### src/rtl/project_select_ctrl.sv
// rtl/project_select_ctrl.sv - per-project reset vector generator with settle window on every project switch
module project_select_ctrl #(
    parameter int NUM_PROJECTS  = 4,
    parameter int SETTLE_CYCLES = 8,
    parameter int ID_W          = $clog2(NUM_PROJECTS)
) (
    input  logic                    clk,
    input  logic                    reset,
    input  logic                    sel_valid,
    input  logic [ID_W-1:0]         sel_id,
    output logic                    sel_ready,
    output logic [NUM_PROJECTS-1:0] proj_reset,
    output logic                    active_valid,
    output logic [ID_W-1:0]         active_id,
    output logic                    busy,
    output logic                    sel_err
);
    localparam int CNT_W = $clog2(SETTLE_CYCLES + 1);

    typedef enum logic [1:0] {
        IDLE,
        SWITCH,
        RUN
    } state_t;

    state_t                  state, state_n;
    logic [CNT_W-1:0]        cnt, cnt_n;
    logic [ID_W-1:0]         id_q, id_n;
    logic [NUM_PROJECTS-1:0] proj_reset_n;
    logic                    active_valid_n;
    logic [ID_W-1:0]         active_id_n;
    logic                    busy_n;
    logic                    sel_err_n;
    logic                    accept;
    logic                    id_in_range;

    assign sel_ready   = (state != SWITCH);
    assign accept      = sel_valid && sel_ready;
    assign id_in_range = 32'(sel_id) < 32'(NUM_PROJECTS);

    always_comb begin
        state_n        = state;
        cnt_n          = cnt;
        id_n           = id_q;
        proj_reset_n   = proj_reset;
        active_valid_n = active_valid;
        active_id_n    = active_id;
        busy_n         = busy;
        sel_err_n      = 1'b0;
        case (state)
            IDLE, RUN: begin
                // Re-selecting the running project still takes the full settle path.
                if (accept) begin
                    proj_reset_n   = '1;
                    active_valid_n = 1'b0;
                    if (id_in_range) begin
                        id_n    = sel_id;
                        busy_n  = 1'b1;
                        cnt_n   = CNT_W'(SETTLE_CYCLES - 1);
                        state_n = SWITCH;
                    end else begin
                        sel_err_n = 1'b1;
                        state_n   = IDLE;
                    end
                end
            end
            SWITCH: begin
                if (cnt == '0) begin
                    for (int i = 0; i < NUM_PROJECTS; i++) begin
                        proj_reset_n[i] = (ID_W'(i) != id_q);
                    end
                    active_valid_n = 1'b1;
                    active_id_n    = id_q;
                    busy_n         = 1'b0;
                    state_n        = RUN;
                end else begin
                    cnt_n = cnt - CNT_W'(1);
                end
            end
            default: begin
                proj_reset_n   = '1;
                active_valid_n = 1'b0;
                busy_n         = 1'b0;
                state_n        = IDLE;
            end
        endcase
    end

    always_ff @(posedge clk or posedge reset) begin
        if (reset) begin
            state        <= IDLE;
            cnt          <= '0;
            id_q         <= '0;
            proj_reset   <= '1;
            active_valid <= 1'b0;
            active_id    <= '0;
            busy         <= 1'b0;
            sel_err      <= 1'b0;
        end else begin
            state        <= state_n;
            cnt          <= cnt_n;
            id_q         <= id_n;
            proj_reset   <= proj_reset_n;
            active_valid <= active_valid_n;
            active_id    <= active_id_n;
            busy         <= busy_n;
            sel_err      <= sel_err_n;
        end
    end
endmodule

### config.mk
export PLATFORM = sky130hd
export DESIGN_NAME = project_select_ctrl
export DESIGN_NICKNAME = d
export VERILOG_FILES = /design/src/rtl/project_select_ctrl.sv
export SDC_FILE = /design/constraint.sdc
export NUM_CORES = 1
export LEC_CHECK = 0
export ABC_AREA = 1
export ABC_CLOCK_PERIOD_IN_PS = 3100
export CAP_MARGIN = 25
export CORE_UTILIZATION = 45
export CTS_BUF_LIST = sky130_fd_sc_hd__clkbuf_16
export CTS_CLUSTER_DIAMETER = 50
export DETAILED_ROUTE_END_ITERATION = 7
export PLACE_DENSITY = 0.78
export SLEW_MARGIN = 5
export SYNTH_ARGS = -nofsm -noshare
export SYNTH_HDL_FRONTEND = slang
export SYNTH_SLANG_ARGS = --single-unit
### constraint.sdc
create_clock -name clk -period 3.1 [get_ports clk]
set_input_delay 0.62 -clock clk [delete_from_list [all_inputs] [get_ports clk]]
set_output_delay 0.62 -clock clk [all_outputs]
set_load 0.01 [all_outputs]
==> reports/qor.csv, run 1 <==
stage,metric,value,unit
clock_network,"Clk Latency, worst-skew pair",240,ps
clock_network,Num CTS Buffers,3,
logic_synthesis,Yosys reg bits,15,
critical_path,crit-path max FO,6,
clock_network,postcts setup bufs,0,
clock_network,CTS tree,yes,
sta,fin crit period,2090,ps
final_layout,Nets,105,
power_and_ir_drop,logic gate share of total power,42.9,%
logic_synthesis,Cell variety after synth,19,
final_layout,Fill cells,134,
routing,via-per-instance ratio,4.95,
place,port buffer count,13,
sta,final setup violation count,0,
global_route,maximum number of pins on one net before global-route repair,16,
global_route,first-pass GRT wire length,1930,um
final_layout,Layout area overhead,31.8,%
clock_network,Worst-path clk slew,50,ps
logic_synthesis,yosys warns,0,
final_layout,Antenna diodes,0,
sta,Final Hold Fails,0,
power_and_ir_drop,Clk pwr share,22.8,%
place,dpl cells,109,
routing,Vias,559,
sta,RSZ-0062 raised after global routing,false,
global_route,GRT met3 Usage,9.57,%
sta,setup_tns,0,ps
clock_network,maximum buffer depth of the clock tree,2,
floorplan,Die H,41.3,um
power_and_ir_drop,Max VDD drop,521,uV
place,Placed Instance Area,837,um2
routing,Pre-antenna DRT Iters,4,
logic_synthesis,sequential cell area fraction in the yosys report,54.7,%
floorplan,Die W,41.3,um
clock_network,# resized after CTS,0,
worst_hold_path,Hold Path Class,reg2reg,
sta,Tightest Pin Transition,545,ps
global_route,total grt overflow,0,
critical_path,data required time of the worst path,2480,ps
power_and_ir_drop,Tot Pwr,1.07,mW
floorplan,I/O pin count,15,
logic_synthesis,post-synth net total,88,
sta,Final Skew,4.01,ps
power_and_ir_drop,register share of total power,34.3,%
global_route,met2 Use GR,33.2,%
final_layout,Non-Filler Instances,113,
global_route,initial antenna violation count,0,
final_layout,post-route cell area,917,um2
logic_synthesis,"Avg Cell Area, Syn",8.48,um2
logic_synthesis,Mapped Area,696,um2
place,RD Place Congestion,0.837,
place,hpwl dp,938,um
run_status,status,completed,
sta,final worst path period share,67.5,%
power_and_ir_drop,Sw Pwr,389,uW
floorplan,Core Area,1370,um2
global_route,total track usage,18.4,%
global_route,global route hottest layer,met2,
final_layout,Finished Core Util,67.1,%
critical_path,critical path class,reg2out,
critical_path,CP Data Arrival Time,1470,ps
power_and_ir_drop,Power Density,1170,nW/um2
routing,Routed Antenna Nets,0,
global_route,M1 GR Usage,19.4,%
clock_network,Root Driver,clkbuf_16,
sta,Fmax achieved,478,MHz
power_and_ir_drop,Sw Ratio,36.2,%
routing,drt wl/cell,10.7,um
global_route,vias in the first global route,499,
job,max-cap viol count,0,
clock_network,Post-CTS Hold Buffers,0,
routing,Iter 0 DRT Violations,8,
final_layout,share of cells above drive strength 1,15.3,%
clock_network,H-tree levels,1,
routing,final WL,1210,um
floorplan,Initial Util,50.9,%
final_layout,Multi-input gate area,263,um2
sta,fin. max-slew vios,0,
power_and_ir_drop,Power Internal,685,uW
clock_network,clk sink count,15,
final_layout,FF/Latch Area,380,um2
sta,Slew headroom,63.6,%
logic_synthesis,Gate Count Post-Synth,82,
floorplan,num rows,13,
power_and_ir_drop,LEAKAGE,0.443,nW
critical_path,Startpoint Class,register,
floorplan,die area,1710,um2
routing,DRC errors left,0,
critical_path,crit path capture type,output port,
registers in the layout (all words and copies together) (netlist names):
register      count
id_q              2
state             1
busy              1
proj_reset        4
active_id         2
cnt               4
active_valid      1
worst max-delay path, stage by stage (launching register included):
cell and delay, ps:
dfrtp_1 400, inv_1 80, nand2_1 180, clkdlybuf4s50_1 570
final cells by class:
class,instances,area share (%)
inverters,12,4.91
flip-flops and latches,15,41.5
multi-input cells,54,28.6
clock inverters,1,0.546
well taps,15,2.05
clock buffers,3,8.19
repair buffers,13,14.2
kinds of logic (layout without fill, tap and decap cells):
group           count (synthesis)  in the layout  synth area share [%]
fa+ha+maj                       1              1                  1.80
simple gates                   39             39                  25.5
other cells                     1              1                 0.539
flops                          15             15                  54.7
buf+inv                        13             29                  7.55
compound gates                 13             13                  9.89
final timing paths:
kind                                                start                        end  slack [ps]  depth (start not counted)
worst max-delay path             active_valid$_DFFE_PP0P_                  sel_ready        1010                          3
worst min-delay path            proj_reset[0]$_DFFE_PP1P_  proj_reset[0]$_DFFE_PP1P_         470                          2
worst max register to register         cnt[0]$_DFFE_PP0P_         cnt[1]$_DFFE_PP0P_        1810                          7
worst min register to register  proj_reset[0]$_DFFE_PP1P_  proj_reset[0]$_DFFE_PP1P_         470                          2
max in group asynchronous                           reset  proj_reset[0]$_DFFE_PP1P_        2000                          2
min in group asynchronous                           reset           busy$_DFFE_PP0P_         730                          2
power by group through the flow:
stage	clock network, mW	logic [mW]	registers, mW
6_report	0.245	0.461	0.368
5_1_grt	0.261	0.530	0.383
4_1_cts	0.252	0.468	0.369
3_5_place_dp	0	0.465	0.371
3_3_place_gp	0	0.457	0.368
2_1_floorplan	0	0.277	0.387
synthesized netlist by cell type (all sizes together):
cell type,count,share of area (%)
a21oi,2,2.0
buf,1,1.1
conb,1,0.54
dfrtp,11,40
dfstp,4,15
ha,1,1.8
inv,12,6.5
nand2,27,16
nand3,3,2.2
nor2,5,4.1
nor3,4,2.9
o21ai,11,7.9
routing by layer:
layer,vias to the layer above,part of all wire (%)
met5,-,0
met4,0,0
met3,0,4.8
met2,10,52
met1,259,43
li1,290,-
cells in the final DEF (no fill, tap or decap):
| cell type | n |
|---|---|
| nor2_2 | 1 |
| o21ai_1 | 6 |
| ha_1 | 1 |
| nor2_4 | 1 |
| a21oi_1 | 1 |
| nand2_2 | 2 |
| dfrtp_1 | 11 |
| clkdlybuf4s50_1 | 13 |
| conb_1 | 1 |
| inv_2 | 1 |
| clkinv_2 | 1 |
| nor2_1 | 3 |
| nand2_1 | 24 |
| nand3_1 | 3 |
| dfstp_2 | 4 |
| clkbuf_16 | 3 |
| o21ai_0 | 5 |
| nor3_1 | 4 |
| inv_1 | 11 |
| a21oi_2 | 1 |
| nand2_4 | 1 |
stage by stage:
step | setup slack, ps | hold WS [ps]
finish | 1010 | 467
global route | 916 | 494
CTS | 1010 | 470
detailed placement | 1280 | 463
global placement | 1290 | 458
floorplan | 1820 | 472
No activity file was read; power rests on OpenSTA's default activity.
==> inputs of run 2 (changes only) <==
--- a/config.mk
+++ b/config.mk
@@ -6,7 +6,7 @@
 export NUM_CORES = 1
 export LEC_CHECK = 0
 export ABC_AREA = 1
-export ABC_CLOCK_PERIOD_IN_PS = 3100
+export ABC_CLOCK_PERIOD_IN_PS = 2160
 export CAP_MARGIN = 25
 export CORE_UTILIZATION = 45
 export CTS_BUF_LIST = sky130_fd_sc_hd__clkbuf_16
==> constraint.sdc (replaced) <==
create_clock -name clk -period 2.16 [get_ports clk]
set_input_delay 0.432 -clock clk [delete_from_list [all_inputs] [get_ports clk]]
set_output_delay 0.432 -clock clk [all_outputs]
set_load 0.01 [all_outputs]
==> results of run 2 <==
Same layout as run 1 (identical final DEF). Status: completed.
Main changes from that run: setup slack after placement 1280 ps -> 527 ps; setup slack after layout 1010 ps -> 255 ps; register-to-register setup slack 1810 ps -> 870 ps; total power 1.07 mW -> 1.54 mW; worst IR drop on VDD 521 uV -> 747 uV
